<file path="src/rtl/pipeline_pkg.sv">
// Shared definitions for the 8-bit pipeline: data width, squash depth and
// the bit positions of the EX-to-MEM control bundle.
package pipeline_pkg;

    localparam int DATA_W           = 8;
    localparam int FLUSH_CYCLES_DEF = 3;

    localparam int CTRL_WR  = 0;
    localparam int CTRL_WM  = 1;
    localparam int CTRL_RM  = 2;
    localparam int CTRL_NEQ = 3;
    localparam int CTRL_J   = 4;
    localparam int CTRL_JC  = 5;
    localparam int CTRL_W   = 6;

    // Unconditional jump, or conditional jump whose zero flag disagrees with NEQ.
    function automatic logic branchTaken(input logic [CTRL_W-1:0] ctrl, input logic zero);
        return ctrl[CTRL_J] | (ctrl[CTRL_JC] & (zero ^ ctrl[CTRL_NEQ]));
    endfunction

endpackage

</file>
<file path="src/rtl/data_mem.sv">
// Byte-wide data memory: synchronous write, registered read that returns
// the old contents when reading and writing the same address.
module data_mem
    import pipeline_pkg::*;
#(
    parameter int ADDR_W = 8
) (
    input  logic              clock,
    input  logic              writeEn,
    input  logic [ADDR_W-1:0] addr,
    input  logic [DATA_W-1:0] writeData,
    output logic [DATA_W-1:0] readData
);

    logic [DATA_W-1:0] memArray [2**ADDR_W];

    always_ff @(posedge clock) begin
        if (writeEn) begin
            memArray[addr] <= writeData;
        end
        readData <= memArray[addr];
    end

endmodule

</file>
<file path="src/rtl/mem_stage.sv">
// MEM stage: data memory access, branch/jump resolution with a squash
// window for younger instructions, and the registers feeding WB.
module mem_stage
    import pipeline_pkg::*;
#(
    parameter int ADDR_W       = 8,
    parameter int FLUSH_CYCLES = FLUSH_CYCLES_DEF,
    parameter int CNT_W        = 2
) (
    input  logic              clock,
    input  logic              reset_n,
    input  logic [DATA_W-1:0] alu_in,
    input  logic              zero_in,
    input  logic [DATA_W-1:0] jump_target_in,
    input  logic [DATA_W-1:0] rs_in,
    input  logic [1:0]        rd_in,
    input  logic              wr_in,
    input  logic              wm_in,
    input  logic              rm_in,
    input  logic              neq_in,
    input  logic              j_in,
    input  logic              jc_in,
    output logic              pc_load,
    output logic [DATA_W-1:0] pc_target,
    output logic              flush,
    output logic [DATA_W-1:0] wb_data,
    output logic [1:0]        wb_rd,
    output logic              wb_wr
);

    logic [CNT_W-1:0]  squashCnt;
    logic [CNT_W-1:0]  nextCnt;
    logic              valid;
    logic              take;
    logic [CTRL_W-1:0] ctrlRaw;
    logic [CTRL_W-1:0] ctrl;
    logic              rmQ;
    logic [DATA_W-1:0] aluQ;
    logic [DATA_W-1:0] memReadData;

    assign valid = (squashCnt == '0);

    // Squashed instructions lose every control bit so they cannot store, load, write or branch.
    always_comb begin
        ctrlRaw           = '0;
        ctrlRaw[CTRL_WR]  = wr_in;
        ctrlRaw[CTRL_WM]  = wm_in;
        ctrlRaw[CTRL_RM]  = rm_in;
        ctrlRaw[CTRL_NEQ] = neq_in;
        ctrlRaw[CTRL_J]   = j_in;
        ctrlRaw[CTRL_JC]  = jc_in;
        ctrl              = valid ? ctrlRaw : '0;
    end

    assign take = branchTaken(ctrl, zero_in);

    always_comb begin
        nextCnt = squashCnt;
        if (take) begin
            nextCnt = CNT_W'(FLUSH_CYCLES);
        end else if (squashCnt != '0) begin
            nextCnt = squashCnt - CNT_W'(1);
        end
    end

    data_mem #(.ADDR_W(ADDR_W)) uDataMem (
        .clock     (clock),
        .writeEn   (ctrl[CTRL_WM]),
        .addr      (alu_in[ADDR_W-1:0]),
        .writeData (rs_in),
        .readData  (memReadData)
    );

    always_ff @(posedge clock or negedge reset_n) begin
        if (!reset_n) begin
            pc_load   <= 1'b0;
            pc_target <= '0;
            squashCnt <= '0;
            flush     <= 1'b0;
            aluQ      <= '0;
            rmQ       <= 1'b0;
            wb_rd     <= '0;
            wb_wr     <= 1'b0;
        end else begin
            pc_load <= take;
            if (take) begin
                pc_target <= jump_target_in;
            end
            squashCnt <= nextCnt;
            flush     <= (nextCnt != '0);
            aluQ      <= alu_in;
            rmQ       <= ctrl[CTRL_RM];
            wb_rd     <= rd_in;
            wb_wr     <= ctrl[CTRL_WR];
        end
    end

    // The memory read is already registered, so selecting it after the fact keeps loads at one cycle.
    assign wb_data = rmQ ? memReadData : aluQ;

endmodule

</file>
<file path="config.mk">
export PLATFORM = sky130hd
export DESIGN_NAME = mem_stage
export DESIGN_NICKNAME = d
export VERILOG_FILES = /design/src/rtl/pipeline_pkg.sv /design/src/rtl/data_mem.sv /design/src/rtl/mem_stage.sv
export SDC_FILE = /design/constraint.sdc
export NUM_CORES = 2
export LEC_CHECK = 0
export ABC_AREA = 1
export ABC_CLOCK_PERIOD_IN_PS = 2400
export CORE_MARGIN = 5
export CORE_UTILIZATION = 40
export CTS_CLUSTER_SIZE = 28
export DETAILED_ROUTE_END_ITERATION = 7
export GPL_TIMING_DRIVEN = 0
export PLACE_DENSITY = 0.54
export SYNTH_ARGS = -nofsm -noshare
export SYNTH_HDL_FRONTEND = slang
export SYNTH_HIERARCHICAL = 1
export SYNTH_SLANG_ARGS = --single-unit
export TNS_END_PERCENT = 30
</file>
<file path="constraint.sdc">
create_clock -name clock -period 2.4 [get_ports clock]
set_clock_uncertainty 0.15 [all_clocks]
set_input_delay 0.24 -clock clock [delete_from_list [all_inputs] [get_ports clock]]
set_output_delay 0.24 -clock clock [all_outputs]
set_load 0.02 [all_outputs]
</file>
==> reports/metrics.cfg <==
[yosys]
synth_edf_count=2048
synthFlopType=edfxtp_1
synth.ff_latch_count=2080
ys_async_sr_fraction_pct=1.154
synth_area_um2=85790
syn_area_per_cell_um2=10.59
syn_nets=8136
synth_cell_types=24
synth_warnings=6
yosysSeqAreaShare_pct=72.57
synthesis.instances=8101

[global_routing]
grt_max_degree=115
gr-usage-met3_pct=5.257
top_usage_layer=met2
first_global_vias=56880
grt_first_pass_wirelength_um=395300
grtUsageMet2_pct=38.06
grtUsageMet1_pct=33.73
antenna_found_initial=12
grt_overflow_total=0
gr-usage-all-layers_pct=24.49

[timing]
fin_ws_ps=-207.0
final.period_utilization_pct=108.6
hold_violations=0
finalMaxSlewViolations=0
period_minus_slack_ps=2607
slew_headroom_pct=38.94
finalSetupViolCount=1914
worstMarginPinSlew_ps=915.9
clock.fmax_mhz=383.6
rsz0062_at_grt=true
fin_setup_tns_ps=-173380

[route]
antenna_left=0
firstDrtPassIters=6
drc=0
vias_per_cell=5.144
drt-total-wl_um=279400
drt_iter0_drc=6464
avgRoutedWirePerCell_um=24.21
vias=59370

[layout]
nNetsFinal=8553
multi_input_area_um2=23390
drive_gt1_share_pct=11.58
syn2layout_area_growth_pct=17.99
seqCellArea_um2=62260
nFillCells=19720
final_core_util_pct=47.30

[cts]
clock_path_buffers=3
clock_latency_ps=880
path_clk_slew_ps=60
clock-root-buffer=clkbuf_16
tritoncts=yes
cts_buffers=214
htreeDepth=4
clock_sinks=2080

[setup_path]
cp-start-kind=primary input
worstPathBufferInverterCount=5
arrival_ps=3160
crit_fanout=10
cpMostUsedCell=nand2_1
cpMaxStageDelayCell=dlygate4sd2_1
cp.required_ps=2960
path_cells=dlygate4sd2_1 > buf_6 > nor2_8 > buf_4 > buf_6 > buf_2 > nand2_1 > nand3_1 > nand2_1 > nand2_1 > o21ai_1 > nand2_1 > nor2_1 > nor2_1 > nor2_2 > nand2_1
max_stage_delay_ps=350
end_kind=flip-flop
critPathTopFamily=simple AND/OR/NAND/NOR gates
criticalPathCategory=in -> reg

[die]
io_pins=56
initial_core_util_pct=40.09
coreArea_um2=214000
fp.dieH_um=473.1
row_count=170
die_w_um=473.1
die_area_um2=223800

[placed_design]
place.gp.congestion=0.9955
post-place-ws_ps=-2920
portBuffers=55
dp_hpwl_um=189200

[power]
p_per_area_nw_per_um2=782.0
vdd_drop_max_mv=0.5644
power.leakage_uw=0.03972

[flow_run]
max-cap-violations=0

[run_status]
violations=setup timing
run_status=finished, violations left

[min_path]
hp-class=in -> reg

## final timing paths
check	start	cells after the start	end	slack, ps
max	alu_in[0]	16	uDataMem/readData[0]	-210
min	jc_in	4	flush	80
max reg2reg	squashCnt[0]	8	uDataMem/memArray[203][0]	-180
min reg2reg	pc_target[3]	2	pc_target[3]	330
max in group asynchronous	reset_n	4	aluQ[3]	1630
min in group asynchronous	reset_n	4	pc_target[1]	270
## power by group
group	leakage [µW]	internal, µW	switching (µW)	total, µW
clock	0.00334	18600	14000	32500
sequential	0.0188	40100	83.4	40200
combinational	0.0176	1670	4780	6450
total	0.0397	60300	18800	79200
## area by class of cell
| class | instances | area share (%) |
|---|---|---|
| flip-flops and latches | 2080 | 61.51 |
| plain buffers | 419 | 2.464 |
| clock buffers | 283 | 5.762 |
| multi-input cells | 5557 | 23.11 |
| clock inverters | 113 | 1.011 |
| well taps | 2838 | 3.508 |
| repair buffers | 201 | 2.445 |
| diodes | 4 | 0.009889 |
| inverters | 45 | 0.1854 |
## layout by cell type, fill, tap and decap left out, types with 8 or more instances in the layout
cell | Yosys | final
clkbuf_16 | 0 | 236
edfxtp_1 | 2048 | 2048
a21oi_1 | 32 | 32
dlygate4sd3_1 | 0 | 40
buf_4 | 6 | 78
nor2_2 | 0 | 46
nor2_1 | 364 | 114
bufinv_16 | 0 | 14
buf_1 | 52 | 41
nand2_1 | 4786 | 4758
clkinvlp_4 | 0 | 10
clkbuf_1 | 170 | 148
buf_16 | 0 | 17
buf_2 | 183 | 166
o21ai_1 | 119 | 124
buf_12 | 0 | 29
inv_1 | 41 | 38
nand2_4 | 3 | 13
o21ai_0 | 43 | 36
nand2_2 | 2 | 14
clkinv_1 | 0 | 46
buf_8 | 0 | 11
dfrtp_1 | 24 | 24
clkinv_2 | 0 | 35
dfxtp_1 | 8 | 8
clkbuf_8 | 0 | 13
dlygate4sd2_1 | 0 | 10
buf_6 | 8 | 18
clkbuf_2 | 0 | 49
clkbuf_4 | 0 | 13
nand3_1 | 196 | 192
nor2_4 | 1 | 205
clkdlybuf4s50_1 | 0 | 32
## cells by family (layout without fill, tap and decap cells)
kind of cell / Yosys count / in the layout / share of synthesized area, %
multiplexers: 8 / 8 / 0.1050
flip-flops: 2080 / 2080 / 72.57
other: 0 / 4 / 0
AO/OA/AOI/OAI: 195 / 195 / 1.142
buffers and inverters: 464 / 1061 / 2.399
AND/OR/NAND/NOR: 5354 / 5354 / 23.78
## sequential cells by signal, indices dropped and copies added, names as in the netlist, 2 cells and up
name,count
squashCnt,2
uDataMem/readData,8
pc_target,8
wb_rd,2
aluQ,8
uDataMem/memArray,2048
## synth_stat cells (2+ instances only)
master / number / area [µm²]
o21ai_0: 43 / 215.2
inv_2: 2 / 7.510
mux2_2: 8 / 90.09
nand2_4: 3 / 33.78
inv_4: 2 / 12.51
edfxtp_1: 2048 / 61500
nor2_1: 364 / 1366
nand2_2: 2 / 12.51
buf_2: 183 / 915.9
nand3_1: 196 / 980.9
nand2_1: 4786 / 17960
buf_1: 52 / 195.2
buf_4: 6 / 45.04
dfrtp_1: 24 / 600.6
inv_1: 41 / 153.9
o21ai_1: 119 / 595.6
dfxtp_1: 8 / 160.2
a21oi_1: 32 / 160.2
buf_6: 8 / 90.09
clkbuf_1: 170 / 638.1
## worst register-to-register path: cells and delay by family, from the launching register on
family,cells,cell delay (ps)
buf+inv,4,820
simple gates,4,850
flops,1,410
## repair_timing
item	CTS	global route
setup buffers	74	3
gates cloned	6	6
setup endpoints to repair	2064	1990
hold buffers	41	0
endpoints found under the hold margin	675	0
gates resized for setup	737	25
pin swaps	72	13
## metrics by stage
step,hold WS [ps],power [µW],cell area (µm²),std cells
global placement,305.7,47100,89890,10990
detailed placement,208.6,46670,90370,11010
CTS,5.858,79620,100900,11530
global route,68.59,81790,101200,11540
finish,75.13,79160,101200,11540
floorplan,-205.6,43570,85790,8101
## per-layer routing
layer	vias to the layer above	wire length, µm
li1	27500	-
met1	29150	117500
met2	2243	126000
met3	477	24120
met4	6	11730
met5	-	103
(Power assumes the default switching activity.)
